**src/rtl/alu_seq_pkg.sv**
```systemverilog
// Shared types and constants for the round-robin ALU sequencer.
//   - op codes driven on alu_op_code / accepted on req_op
//   - sequencer FSM state encoding
//   - bit positions inside the 4-bit {error, overflow, bout, cout} flag word
//   - latched command payload type
package alu_seq_pkg;

  localparam int unsigned DATA_W = 16;
  localparam int unsigned RES_W  = 32;
  localparam int unsigned OP_W   = 2;
  localparam int unsigned FLAG_W = 4;

  localparam logic [OP_W-1:0] OP_ADD = 2'b00;
  localparam logic [OP_W-1:0] OP_SUB = 2'b01;
  localparam logic [OP_W-1:0] OP_MUL = 2'b10;
  localparam logic [OP_W-1:0] OP_DIV = 2'b11;

  localparam int unsigned FLAG_COUT = 0;
  localparam int unsigned FLAG_BOUT = 1;
  localparam int unsigned FLAG_OVF  = 2;
  localparam int unsigned FLAG_ERR  = 3;

  typedef enum logic [1:0] {
    IDLE = 2'd0,
    LOAD = 2'd1,
    EXEC = 2'd2,
    RESP = 2'd3
  } state_t;

  typedef struct packed {
    logic [OP_W-1:0]   op;
    logic [DATA_W-1:0] a;
    logic [DATA_W-1:0] b;
    logic              cin;
    logic              bin;
  } cmd_t;

  // Flag word reported for a divide-by-zero answered without the datapath.
  function automatic logic [FLAG_W-1:0] div0_flags();
    logic [FLAG_W-1:0] f;
    f           = '0;
    f[FLAG_ERR] = 1'b1;
    return f;
  endfunction

endpackage

```
**src/rtl/rr_arbiter.sv**
```systemverilog
// Round-robin arbiter: picks the first asserted request at or above ptr,
// wrapping from NUM_REQ-1 back to 0. Purely combinational.
// Ports:
//   req       - request vector
//   ptr       - search start index (highest priority this cycle)
//   grant     - one-hot grant, zero when no request
//   grant_id  - encoded index of the granted requester
//   any_grant - at least one request present
module rr_arbiter #(
  parameter int unsigned NUM_REQ = 4,
  parameter int unsigned ID_W    = $clog2(NUM_REQ)
) (
  input  logic [NUM_REQ-1:0] req,
  input  logic [ID_W-1:0]    ptr,
  output logic [NUM_REQ-1:0] grant,
  output logic [ID_W-1:0]    grant_id,
  output logic               any_grant
);

  logic [ID_W-1:0] idx;

  // Walk the requesters in priority order; the first hit wins.
  always_comb begin
    grant     = '0;
    grant_id  = '0;
    any_grant = 1'b0;
    idx       = '0;
    for (int unsigned i = 0; i < NUM_REQ; i++) begin
      idx = ID_W'((32'(ptr) + i) % NUM_REQ);
      if (!any_grant && req[idx]) begin
        grant[idx] = 1'b1;
        grant_id   = idx;
        any_grant  = 1'b1;
      end
    end
  end

endmodule

```
**src/rtl/alu_rr_sequencer.sv**
```systemverilog
// Shares one add/sub/mul/div datapath between NUM_REQ requesters.
// A round-robin arbiter picks a command in IDLE; the FSM then loads the
// datapath operand registers (LOAD), captures the result (EXEC) and presents
// it on a valid/ready response channel tagged with the requester id (RESP).
// Build option: ALU_DIV0_SHORTCUT_EN - a divide by zero is answered directly
// from IDLE (1-cycle latency) without touching the datapath.
// Ports:
//   clk, rst                      - clock, synchronous active-high reset
//   req_valid/req_ready           - per-requester command handshake
//   req_op/a/b/cin/bin            - per-requester command payload (packed)
//   alu_d_a/d_b/op_code/cin/bin   - datapath operands and op select
//   alu_en_a/en_b/en_result       - datapath register enables
//   alu_result/remainder/flags    - datapath outputs
//   rsp_valid/rsp_ready           - response handshake
//   rsp_id/result/remainder/flags - response payload
module alu_rr_sequencer
  import alu_seq_pkg::*;
#(
  parameter int unsigned NUM_REQ = 4,
  parameter int unsigned ID_W    = $clog2(NUM_REQ)
) (
  input  logic                      clk,
  input  logic                      rst,
  input  logic [NUM_REQ-1:0]        req_valid,
  output logic [NUM_REQ-1:0]        req_ready,
  input  logic [OP_W*NUM_REQ-1:0]   req_op,
  input  logic [DATA_W*NUM_REQ-1:0] req_a,
  input  logic [DATA_W*NUM_REQ-1:0] req_b,
  input  logic [NUM_REQ-1:0]        req_cin,
  input  logic [NUM_REQ-1:0]        req_bin,
  output logic [DATA_W-1:0]         alu_d_a,
  output logic [DATA_W-1:0]         alu_d_b,
  output logic [OP_W-1:0]           alu_op_code,
  output logic                      alu_cin,
  output logic                      alu_bin,
  output logic                      alu_en_a,
  output logic                      alu_en_b,
  output logic                      alu_en_result,
  input  logic [RES_W-1:0]          alu_result,
  input  logic [DATA_W-1:0]         alu_remainder,
  input  logic [FLAG_W-1:0]         alu_flags,
  output logic                      rsp_valid,
  input  logic                      rsp_ready,
  output logic [ID_W-1:0]           rsp_id,
  output logic [RES_W-1:0]          rsp_result,
  output logic [DATA_W-1:0]         rsp_remainder,
  output logic [FLAG_W-1:0]         rsp_flags
);

  state_t              state_q, state_d;
  logic [ID_W-1:0]     ptr_q, ptr_d;
  cmd_t                cmd_q, cmd_d;
  logic [ID_W-1:0]     id_q, id_d;
  logic                en_ab_q, en_ab_d;
  logic                en_res_q, en_res_d;
  logic                rsp_valid_q, rsp_valid_d;
  logic                sc_q, sc_d;

  logic [NUM_REQ-1:0]  grant;
  logic [ID_W-1:0]     win_id;
  logic                any_grant;
  cmd_t                sel;
  logic                div0_c;

  rr_arbiter #(.NUM_REQ(NUM_REQ), .ID_W(ID_W)) u_arb (
    .req       (req_valid),
    .ptr       (ptr_q),
    .grant     (grant),
    .grant_id  (win_id),
    .any_grant (any_grant)
  );

  // Payload of the current winner.
  always_comb begin
    sel = '0;
    for (int unsigned i = 0; i < NUM_REQ; i++) begin
      if (win_id == ID_W'(i)) begin
        sel.op  = req_op[OP_W*i +: OP_W];
        sel.a   = req_a[DATA_W*i +: DATA_W];
        sel.b   = req_b[DATA_W*i +: DATA_W];
        sel.cin = req_cin[i];
        sel.bin = req_bin[i];
      end
    end
  end

`ifdef ALU_DIV0_SHORTCUT_EN
  assign div0_c = (sel.op == OP_DIV) && (sel.b == '0);
`else
  assign div0_c = 1'b0;
`endif

  // Next-state and registered-output logic.
  always_comb begin
    state_d     = state_q;
    ptr_d       = ptr_q;
    cmd_d       = cmd_q;
    id_d        = id_q;
    en_ab_d     = 1'b0;
    en_res_d    = 1'b0;
    rsp_valid_d = 1'b0;
    sc_d        = sc_q;
    req_ready   = '0;
    case (state_q)
      IDLE: begin
        // rst gating keeps the combinational grant at zero during reset.
        if (!rst) req_ready = grant;
        if (any_grant) begin
          ptr_d = ID_W'((32'(win_id) + 32'd1) % NUM_REQ);
          id_d  = win_id;
          if (div0_c) begin
            // Datapath operands untouched; answer comes from sc_q.
            sc_d        = 1'b1;
            rsp_valid_d = 1'b1;
            state_d     = RESP;
          end else begin
            sc_d    = 1'b0;
            cmd_d   = sel;
            en_ab_d = 1'b1;
            state_d = LOAD;
          end
        end
      end
      LOAD: begin
        en_res_d = 1'b1;
        state_d  = EXEC;
      end
      EXEC: begin
        rsp_valid_d = 1'b1;
        state_d     = RESP;
      end
      RESP: begin
        rsp_valid_d = 1'b1;
        if (rsp_ready) begin
          rsp_valid_d = 1'b0;
          state_d     = IDLE;
        end
      end
      default: state_d = IDLE;
    endcase
  end

  always_ff @(posedge clk) begin
    if (rst) begin
      state_q     <= IDLE;
      ptr_q       <= '0;
      cmd_q       <= '0;
      id_q        <= '0;
      en_ab_q     <= 1'b0;
      en_res_q    <= 1'b0;
      rsp_valid_q <= 1'b0;
      sc_q        <= 1'b0;
    end else begin
      state_q     <= state_d;
      ptr_q       <= ptr_d;
      cmd_q       <= cmd_d;
      id_q        <= id_d;
      en_ab_q     <= en_ab_d;
      en_res_q    <= en_res_d;
      rsp_valid_q <= rsp_valid_d;
      sc_q        <= sc_d;
    end
  end

  assign alu_d_a       = cmd_q.a;
  assign alu_d_b       = cmd_q.b;
  assign alu_op_code   = cmd_q.op;
  assign alu_cin       = cmd_q.cin;
  assign alu_bin       = cmd_q.bin;
  assign alu_en_a      = en_ab_q;
  assign alu_en_b      = en_ab_q;
  assign alu_en_result = en_res_q;
  assign rsp_valid     = rsp_valid_q;
  assign rsp_id        = id_q;

  // Datapath registers are frozen in RESP, so passing them through is stable.
  always_comb begin
    rsp_result    = '0;
    rsp_remainder = '0;
    rsp_flags     = '0;
    if (state_q == RESP) begin
      if (sc_q) begin
        rsp_flags = div0_flags();
      end else begin
        rsp_result           = alu_result;
        rsp_remainder        = alu_remainder;
        rsp_flags[FLAG_COUT] = alu_flags[FLAG_COUT];
        rsp_flags[FLAG_BOUT] = alu_flags[FLAG_BOUT];
        rsp_flags[FLAG_OVF]  = alu_flags[FLAG_OVF];
        rsp_flags[FLAG_ERR]  = alu_flags[FLAG_ERR];
      end
    end
  end

endmodule
```
**config.mk**
```make
export PLATFORM = sky130hd
export DESIGN_NAME = alu_rr_sequencer
export DESIGN_NICKNAME = d
export VERILOG_FILES = /design/src/rtl/alu_seq_pkg.sv /design/src/rtl/rr_arbiter.sv /design/src/rtl/alu_rr_sequencer.sv
export SDC_FILE = /design/constraint.sdc
export NUM_CORES = 1
export LEC_CHECK = 0
export CAP_MARGIN = 5
export CORE_AREA = 2 2 116 118
export CTS_BUF_LIST = sky130_fd_sc_hd__clkbuf_8
export DETAILED_ROUTE_END_ITERATION = 6
export DIE_AREA = 0 0 118 120
export GPL_TIMING_DRIVEN = 0
export PLACE_DENSITY = 0.86
export SETUP_SLACK_MARGIN = 0.3
export SYNTH_ARGS = -nofsm -noshare
export SYNTH_HDL_FRONTEND = slang
export SYNTH_SLANG_ARGS = --single-unit
```
**constraint.sdc**
```tcl
create_clock -name clk -period 4.2 [get_ports clk]
set_clock_uncertainty 0.1 [all_clocks]
set_input_delay 0.42 -clock clk [delete_from_list [all_inputs] [get_ports clk]]
set_output_delay 0.42 -clock clk [all_outputs]
set_load 0.02 [all_outputs]
```
==> results.txt, run 1 <==
* Run status: finished clean
- Dominant cells by area after synthesis: sky130_fd_sc_hd__dfxtp_1, sky130_fd_sc_hd__nor2b_1, sky130_fd_sc_hd__and2_1, sky130_fd_sc_hd__a221oi_1, sky130_fd_sc_hd__o31a_1
- Setup slack on the worst reg-to-reg path comes out at between 0.4 and 0.5 ns.
* Area of the core: roughly 13000 um^2
- Global router's overall resource usage: about 22%
- Dividing the synthesized area by the synthesized cell count gives roughly 7.7 um^2.
- Counting stages on the worst path, the most repeated cell is sky130_fd_sc_hd__buf_4.
- Summed over all failing endpoints, the final setup total negative slack is 0 ns.
- Most used flip-flop cell after synthesis: sky130_fd_sc_hd__dfxtp_1
- Count of routing violations after the opening detailed-route iteration: around 250
- First-pass GRT wire length: approximately 26 mm
* Post-route DRC: 0
* Pwr Total: 4.52 mW
- Vias: a little under 5000
- For the worst-skew pair, the clock arrives at the later sink with an insertion delay of slightly below 0.3 ns.
- Post-synthesis sequential area ratio: ~23%
- Buffers placed on the I/O ports in this run total 299.
* Layout overhead on the synthesized area: 91.3%
- Using the TritonRoute via totals, the vias-per-cell ratio works out to 4.94.
- Critical path start-end classification: reg2reg
- In this run the post-CTS setup repair buffer count came out at 0.
- The H-tree was split into 2 levels.
- In this run the critical register-to-register path is captured at alu_d_a[4]$_SDFFE_PP0P_.
- The share of synthesized area in the top cell type comes to between 20% and 30%.
- Total Wirelength: ~17 mm
- Max frequency: around 260 MHz
* Starting density of the core: 30.2%
* Setup crit start kind: register
- The analysis attributes to cell leakage a power of ~2.8 nW.
- The post-route netlist has between 10 and 15% of its cells at a drive strength greater than 1.
* Worst Setup End Kind: register
- For the pin with the worst max-slew slack, the measured transition is roughly 0.63 ns.
- Largest net degree at the start of global routing: 15
- The tree is rooted in a sky130_fd_sc_hd__clkbuf_8.
- In the final routed layout, each cell accounts on average for 16.9 um.
- Rows: 42
- The worst hold path passes through 2 cells.
- DIE HEIGHT: approximately 120 um
- The worst path in the final design needs a cycle of roughly 3.8 ns, including I/O delays and setup.
- At the end of the flow, the number of nets in the layout was approximately 1000.
- Dividing total power by cell area gives a power density of around 600 nW/um^2.
- For this run, the slowest stage of the critical path takes between 0.3 and 0.4 ns.
* Hold crit path type: reg2reg
- Fill count: 1133
- Together, buffers and inverters on the worst path number 7.
* Number of enable flip-flop cells after synthesis: 0
- Weighted congestion reported at the end of routability-driven placement: around 0.86
- Of all nets on the critical path, the largest fanout is 10.
- Relative slew slack: about three fifths
- The worst-case IR drop observed on VDD is about 350 uV.
- Clock transition at path regs: ~0.10 ns
- The count of final hold-check violations was 0.
* Clock Tree Buf Depth: 2
- Cell family contributing the most delay on the critical path: compound AO/OA/AOI/OAI gates
* Most frequent cell after synthesis: sky130_fd_sc_hd__nor2b_1
- The floorplan step defined a die boundary enclosing ~14000 um^2.
* CTS sink count: 45
- The synthesized netlist occupies a cell area of around 4000 um^2.
* Startpoint of the most critical register-to-register path: ptr_q[0]$_SDFFE_PP0P_
- Initial antenna violation count: 0
* Cell type with the highest aggregate area in the netlist: sky130_fd_sc_hd__dfxtp_1
- Summed over all layers, the global routing overflow is 0.
* Final Setup Violations: 0
* Vias in the first global route: roughly 5000
- In this run, synthesis produced a sequential element count of 45.
* Data required time at the worst endpoint: about 4.3 ns
* Remaining antenna violation count: 0
* Hpwl dp: 13.2 mm
- Counting cells, the worst reg-to-reg path comes to 16.
- Unrepaired setup endpoints after global routing: yes
* Cell with the biggest individual delay on the critical path: sky130_fd_sc_hd__dfxtp_4
- When the netlist entered floorplanning its net count stood at between 700 and 800.
- Top cells by count, synth: sky130_fd_sc_hd__nor2b_1, sky130_fd_sc_hd__and2_1, sky130_fd_sc_hd__nor2_1
- Counting distinct cell types in the post-synthesis netlist gives 47.
* Count of yosys warnings during synthesis: 0
- about 300 I/O pins were placed.
* Min-delay src: alu_d_b[3]$_SDFFE_PP0P_
- Cell breakdown of the critical path: buf_4 > buf_4 > inv_2 > ha_4 > buf_6 > mux2_2 > a32o_2 > a21o_1 > o21a_1 > ha_1 > buf_4 > buf_6 > buf_4 > a221oi_2 > o31a_1 > a211oi_1
- In the finished design, the share of the clock period the worst path needs comes to between 90% and 100%.
- The worst hold path terminates at alu_d_b[3]$_SDFFE_PP0P_.
- For this run, the detailed router's first-pass iteration total came to 5.
- Total clock buffers created by CTS: 5
* Gate count of the mapped netlist: 512
* CTS tree: done
* Horizontal die dimension: ~120 um
* Count of pins over their slew limit: 0
- At the worst endpoint, the arrival time is 3.85 ns.
* Final antenna diode count: 0
- The tool flagged a number of max-cap violations equal to 0.
* Async set-or-reset flop fraction in the synthesized netlist: 0%
==> stage by stage <==
step	setup slack (ns)	cells	hold slack, ns	util [%]	instance area [um^2]
finish	0.412	995	0.399	57.8	7500
global route	0.273	995	0.426	57.8	7500
CTS	0.301	995	0.405	56.4	7330
detailed placement	-0.257	987	0.392	55.0	7140
global placement	-0.203	987	0.384	55.0	7140
floorplan	0.584	512	0.408	-	3920
==> power by group <==
group          leakage, nW  internal [mW]  switching [mW]
sequential           0.374          0.592          0.0884
combinational         2.35           1.60            1.84
clock               0.0681          0.237           0.158
total                 2.79           2.43            2.09
==> how the worst max path moves through the flow <==
stage,to,depth (start not counted),start
2_1_floorplan,alu_cin$_SDFFE_PP0P_,15,ptr_q[0]$_SDFFE_PP0P_
6_report,alu_d_a[4]$_SDFFE_PP0P_,16,ptr_q[0]$_SDFFE_PP0P_
5_1_grt,alu_d_b[4]$_SDFFE_PP0P_,15,ptr_q[0]$_SDFFE_PP0P_
4_1_cts,alu_d_a[2]$_SDFFE_PP0P_,14,ptr_q[0]$_SDFFE_PP0P_
3_3_place_gp,alu_d_a[7]$_SDFFE_PP0P_,15,ptr_q[0]$_SDFFE_PP0P_
3_5_place_dp,alu_d_a[7]$_SDFFE_PP0P_,15,ptr_q[0]$_SDFFE_PP0P_
==> cell usage in the layout, fill, tap and decap left out, types with 3 or more instances in the layout <==
cell type,n
sky130_fd_sc_hd__mux2_2,3
sky130_fd_sc_hd__o211ai_1,3
sky130_fd_sc_hd__nor2b_1,74
sky130_fd_sc_hd__a211oi_2,3
sky130_fd_sc_hd__buf_2,13
sky130_fd_sc_hd__nor3_1,4
sky130_fd_sc_hd__nand2_1,43
sky130_fd_sc_hd__a21o_2,3
sky130_fd_sc_hd__and2_1,53
sky130_fd_sc_hd__clkbuf_8,5
sky130_fd_sc_hd__clkbuf_4,3
sky130_fd_sc_hd__clkbuf_2,4
sky130_fd_sc_hd__buf_6,4
sky130_fd_sc_hd__buf_4,11
sky130_fd_sc_hd__dfxtp_1,44
sky130_fd_sc_hd__clkdlybuf4s50_1,299
sky130_fd_sc_hd__inv_1,6
sky130_fd_sc_hd__nand3_1,7
sky130_fd_sc_hd__nor2_1,49
sky130_fd_sc_hd__a221oi_2,22
sky130_fd_sc_hd__o31a_1,36
sky130_fd_sc_hd__ha_1,15
sky130_fd_sc_hd__a221oi_1,15
sky130_fd_sc_hd__a21oi_1,4
sky130_fd_sc_hd__buf_1,3
sky130_fd_sc_hd__nor2b_2,3
sky130_fd_sc_hd__o21ai_0,3
sky130_fd_sc_hd__a211oi_1,34
sky130_fd_sc_hd__clkbuf_1,17
==> flip-flops by register name, indices dropped and copies added, names as in the netlist <==
name,flops
alu_bin,1
alu_cin,1
alu_d_a,16
alu_d_b,16
alu_en_a,1
alu_en_result,1
alu_op_code,2
ptr_q,2
rsp_id,2
rsp_valid,1
state_q,2
==> tightest hold or removal path, cell delays in order (launching register included) <==
cell	delay (ns)
sky130_fd_sc_hd__dfxtp_1	0.32
sky130_fd_sc_hd__nor2_1	0.09
sky130_fd_sc_hd__a211oi_1	0.05
==> repair_timing <==
action,4_1_cts,5_1_grt
hold buffers,0,0
pin swaps,0,0
setup endpoints to repair,36,36
gates resized for setup,21,68
==> layer usage <==
| layer | part of all wire [%] | GRT usage [%] | wire [um] | vias to the layer above |
|---|---|---|---|---|
| met5 | 0 | 0 | 0 | - |
| met4 | 1.6 | 4.67 | 277 | 0 |
| met3 | 6.2 | 5.42 | 1040 | 22 |
| met2 | 50 | 39.9 | 8490 | 159 |
| met1 | 42 | 27.3 | 7020 | 2301 |
| li1 | - | - | - | 2435 |
==> cell type report <==
class | instances | area (um^2) | area share, %
timing repair buffer | 299 | 2990 | 39.9
multi-input combinational | 405 | 2920 | 38.9
sequential | 45 | 905 | 12.1
buffer | 55 | 310 | 4.13
tap | 176 | 220 | 2.93
clock buffer | 5 | 68.8 | 0.917
clock inverter | 3 | 65.1 | 0.867
inverter | 7 | 26.3 | 0.350
==> kinds of logic after synthesis <==
family	Yosys count	synth area share, %
compound gates	139	29.3
flops	45	23.0
fa+ha+maj	16	5.10
mux	7	2.52
simple gates	243	33.0
buf+inv	62	7.14
Note: power is estimated with default switching activity, not from simulation.
==> run 2: changes to the inputs <==
Settings changed: ABC_AREA from default to 1, CORE_AREA 2 2 116 118 to 2 2 115 117, DIE_AREA 0 0 118 120 to 0 0 117 119.
==> run 2 against run 1 <==
- critical path depth up 4
- sequential share of layout area rose by 0.53 points
- via count up 7.8%
- synthesized cell count grew 35%
- cell count grew 18%
- area after synthesis fell by 3.6%
- fmax rose by 5.5%
- power is 24% higher
- die area shrank 1.7%
- register-to-register slack better by 0.20 ns
- global-route usage decreased by 0.42 points
==> results.txt, run 2 <==
- Leaving out fill and tap cells, the most frequent cells in the layout are sky130_fd_sc_hd__clkdlybuf4s50_1, sky130_fd_sc_hd__nand2_1, sky130_fd_sc_hd__nor2_1, sky130_fd_sc_hd__inv_1, sky130_fd_sc_hd__o21ai_0.
- The synthesized cell area is 3780 um^2 (-3.6%).
- The residual antenna-violating net count after detailed routing came to 0 (unchanged).
- CTS sink count: 45 (unchanged)
- Die ar.: 13900 um^2 (-1.7%)
* Count of different cell masters after synthesis: 25 (-47%)
- The via-per-instance ratio was 4.50 (-9.0%).
- The worst setup slack after placement came to -0.0285 ns (+0.229 ns).
* Post-route cell area: 7180 um^2 (-4.4%)
- The hold slack is 0.386 ns (-0.0138 ns).
* Setup crit start kind: register
- The number of global-route vias before repair is 4918 (-2.4%).
- Startpoint of the most critical register-to-register path: ptr_q[0]$_SDFFE_PP0P_
- Gate count of the mapped netlist: 692 (+35%)
- Largest driver fanout on the critical path: 10 (unchanged)
- Max frequency: 278 MHz (+5.5%)
- Sorting the synthesized cells by how often they occur yields sky130_fd_sc_hd__nand2_1, sky130_fd_sc_hd__nor2_1, sky130_fd_sc_hd__inv_1.
- The detailed placement HPWL was 13.9 mm (+5.0%).
* Relative contribution of sequential cells to total power: 12.5% (-2.6 points)
* Fill count: 1223 (+7.9%)
- The filler-free cell count of the finished design was 1179 (+18%).
* Flop and latch count out of synthesis: 45 (unchanged)
* Final critical-path share of the clock period: 85.5% (-4.7 points)
- Leakage power figure: 3.62 nW (+30%)
- Fin worst setup slack: 0.609 ns (+0.197 ns)
- Net Switching: 3.01 mW (+44%)
- Final core utilization: 55.8% (-2.1 points)
- Sorting the synthesized cells by area gives the leading types as sky130_fd_sc_hd__nand2_1, sky130_fd_sc_hd__dfxtp_1, sky130_fd_sc_hd__o21ai_0, sky130_fd_sc_hd__nor2_1, sky130_fd_sc_hd__inv_1.
- Remaining global-route overflow: 0 (unchanged)
- CTS tree: done
- Pwr Total: 5.59 mW (+24%)
* Number of iterations in the first detailed-routing pass: 6 (+1)
- Power Dens Cells: 779 nW/um^2 (+29%)
- The total of hold buffers inserted after clock tree synthesis was 0 (unchanged).
* Area of the core: 12900 um^2 (-0.81%)
- Tmin final: 3.59 ns (-0.197 ns)
- Area after DPL: 7010 um^2 (-1.8%)
- Most common cell after layout, fill and taps aside: sky130_fd_sc_hd__clkdlybuf4s50_1
- Max-capacitance violation count: 0 (unchanged)
- Setup TNS after final layout: 0 ns (unchanged)
- The routed length per placed instance came to 14.1 um (-17%).
- The synthesized design spends more area on one cell type than any other, namely sky130_fd_sc_hd__nand2_1.
- The maximum level of the CTS H-tree was 2 (unchanged).
- The fraction of registers with async set or reset after synthesis came to 0% (unchanged).
- Placed cell count: 1168 (+18%)
- Run status: finished clean
* First-pass GRT wire length: 23.8 mm (-7.5%)
- Clock tree synthesis selected as its root buffer the cell sky130_fd_sc_hd__clkbuf_8.
- The maximum vdd drop came to 306 uV (-12%).
- The number of synthesized flops with an enable pin is 0 (unchanged).
- The number of nets produced by synthesis was 911 (+25%).
- The setup violation total in the final timing report was 0 (unchanged).
- Setup repair after global routing left no endpoint under its margin.
- Worst skew pair latency: 0.29 ns (about the same)
- The clock power share is 4.8% (-3.9 points).
* Final-report hold violation count: 0 (unchanged)
- The initial standard-cell utilization of the core came to 29.4% (-0.84 points).
* Relative slew slack: 62.8% (+4.7 points)
* Count of yosys warnings during synthesis: 0 (unchanged)
* Vias: 5300 (+7.8%)
- The chip width was 117 um (-0.85%).
- Post-Synthesis Mean Instance Area: 5.47 um^2 (-29%)
* Weighted congestion reported at the end of routability-driven placement: 0.860 (+0.15%)
* Combinational Power Share: 82.7% (+6.5 points)
- Clock Tree Buf Depth: 2 (unchanged)
- Data required time at the worst endpoint: 4.33 ns (+0.07 ns)
- The area growth from synthesis to layout is 89.7%.
- Count of pins over their slew limit: 0 (unchanged)
- The worst setup path is captured at a register.
- Largest net degree at the start of global routing: 13 (-2)
- Buffers on Ports: 300 (+0.33%)
- Clock transition at path regs: 0.08 ns (-0.02 ns)
- DIE HEIGHT: 119 um (-0.83%)
- Global router's overall resource usage: 21.9% (-0.42 points)
- Switching part of the total: 53.9% (+7.7 points)
- The number of buffers added by the clock tree synthesis step is 5 (unchanged).
* Initial antenna violation count: 0 (unchanged)
- The diode insertion count for antenna repair is 0 (unchanged).
* Fin nets: 1222 (+18%)
- Total Wirelength: 16.6 mm (-1.6%)
- Tracing the worst setup path back leads to its startpoint at ptr_q[0]$_SDFFE_PP0P_.
- In this run the most critical hold path is launched from alu_d_a[14]$_SDFFE_PP0P_.
- Hold crit path type: reg2reg
* Most used flip-flop cell after synthesis: sky130_fd_sc_hd__dfxtp_1
- The DRC violation total after the first TritonRoute iteration is 266 (+8.6%).
- Critical path start-end classification: reg2reg
* Share of the synthesized area in the top cell type: 27.4% (+4.4 points)
- The fraction of final layout cells sized beyond drive strength 1 is 5.48% (-5.4 points).
- Post-route DRC: 0 (unchanged)
- Arrival time at the worst endpoint: 3.72 ns (-0.13 ns)
- Rows: 42 (unchanged)
- The slew at the pin with the worst max-slew slack is 0.558 ns (-0.0699 ns).
* Internal power of the cells: 2.58 mW (+6.0%)
* Boundary Pins: 301 (unchanged)
* Most frequent cell after synthesis: sky130_fd_sc_hd__nand2_1
* Post-synthesis sequential area ratio: 23.8% (+0.85 points)
==> run 2: cell types whose count changed after synthesis, sizes merged, moves of 41 or more <==
| cell | delta |
|---|---|
| nand2 | +240 |
| nor2b | -78 |
| inv | +73 |
| o21ai | +70 |
| and2 | -53 |
| a21oi | +41 |
==> run 2: path summary, 6_finish.rpt <==
check | end | slack (ns) | depth (start not counted)
max | alu_op_code[0]$_SDFFE_PP0P_ | 0.61 | 20
min | alu_d_a[14]$_SDFFE_PP0P_ | 0.39 | 2
max reg2reg | alu_op_code[0]$_SDFFE_PP0P_ | 0.61 | 20
min reg2reg | alu_d_a[14]$_SDFFE_PP0P_ | 0.39 | 2
==> run 2: final cells by class <==
type	instances	area (um^2)	share of cell area [%]
inverter	81	309	4.31
buffer	41	233	3.24
tap	176	220	3.07
sequential	45	903	12.6
clock inverter	1	3.75	0.0523
timing repair buffer	304	3050	42.5
multi-input combinational	525	2380	33.1
clock buffer	6	82.6	1.15
==> run 2: cell families (layout without fill, tap and decap cells) <==
group / Yosys count / in the layout / share of synthesized area, %
buf+inv: 122 / 433 / 13.8
compound gates: 122 / 122 / 16.5
flops: 45 / 45 / 23.8
simple gates: 387 / 387 / 40.7
fa+ha+maj: 16 / 16 / 5.29
==> run 2: power groups by stage <==
stage                     Clock [mW]  Sequential [mW]  Combinational, mW
after global routing           0.299            0.718               5.20
after floorplan                    0            0.869               2.78
final                          0.269            0.700               4.62
after CTS                      0.282            0.699               4.48
after detailed placement           0            0.708               4.43
after global placement             0            0.700               4.36
==> run 2: worst max-delay path, stage by stage (launching register included) <==
cell and delay, ns:
sky130_fd_sc_hd__dfxtp_2 0.40, sky130_fd_sc_hd__buf_6 0.16, sky130_fd_sc_hd__inv_4 0.07, sky130_fd_sc_hd__ha_1 0.36, sky130_fd_sc_hd__inv_2 0.08, sky130_fd_sc_hd__nand3_1 0.12, sky130_fd_sc_hd__nand2_2 0.11, sky130_fd_sc_hd__nor2_1 0.31
sky130_fd_sc_hd__nor2_1 0.08, sky130_fd_sc_hd__nand2_1 0.09, sky130_fd_sc_hd__nand2_2 0.09, sky130_fd_sc_hd__ha_1 0.20, sky130_fd_sc_hd__buf_2 0.21, sky130_fd_sc_hd__inv_1 0.32, sky130_fd_sc_hd__clkbuf_2 0.29, sky130_fd_sc_hd__o21ai_0 0.10
sky130_fd_sc_hd__nand2_1 0.06, sky130_fd_sc_hd__o21ai_0 0.14, sky130_fd_sc_hd__nand2_1 0.10, sky130_fd_sc_hd__nand2_1 0.06, sky130_fd_sc_hd__nor2_1 0.08
==> run 2: per-layer routing <==
layer  up-vias  global-route usage [%]  share of wire (%)
met2       236                    45.3                 54
met3        16                    4.68                7.8
met5         -                       0                  0
met4         0                    4.41                1.5
met1      2310                    21.6                 36
li1       2738                       -                  -
==> run 2: what timing repair did <==
action / in CTS / in global routing
pin swaps: 1 / 2
setup endpoints to repair: 36 / 36
resized for setup: 3 / 23
gates cloned: 0 / 0
buffers inserted: 1 / 3
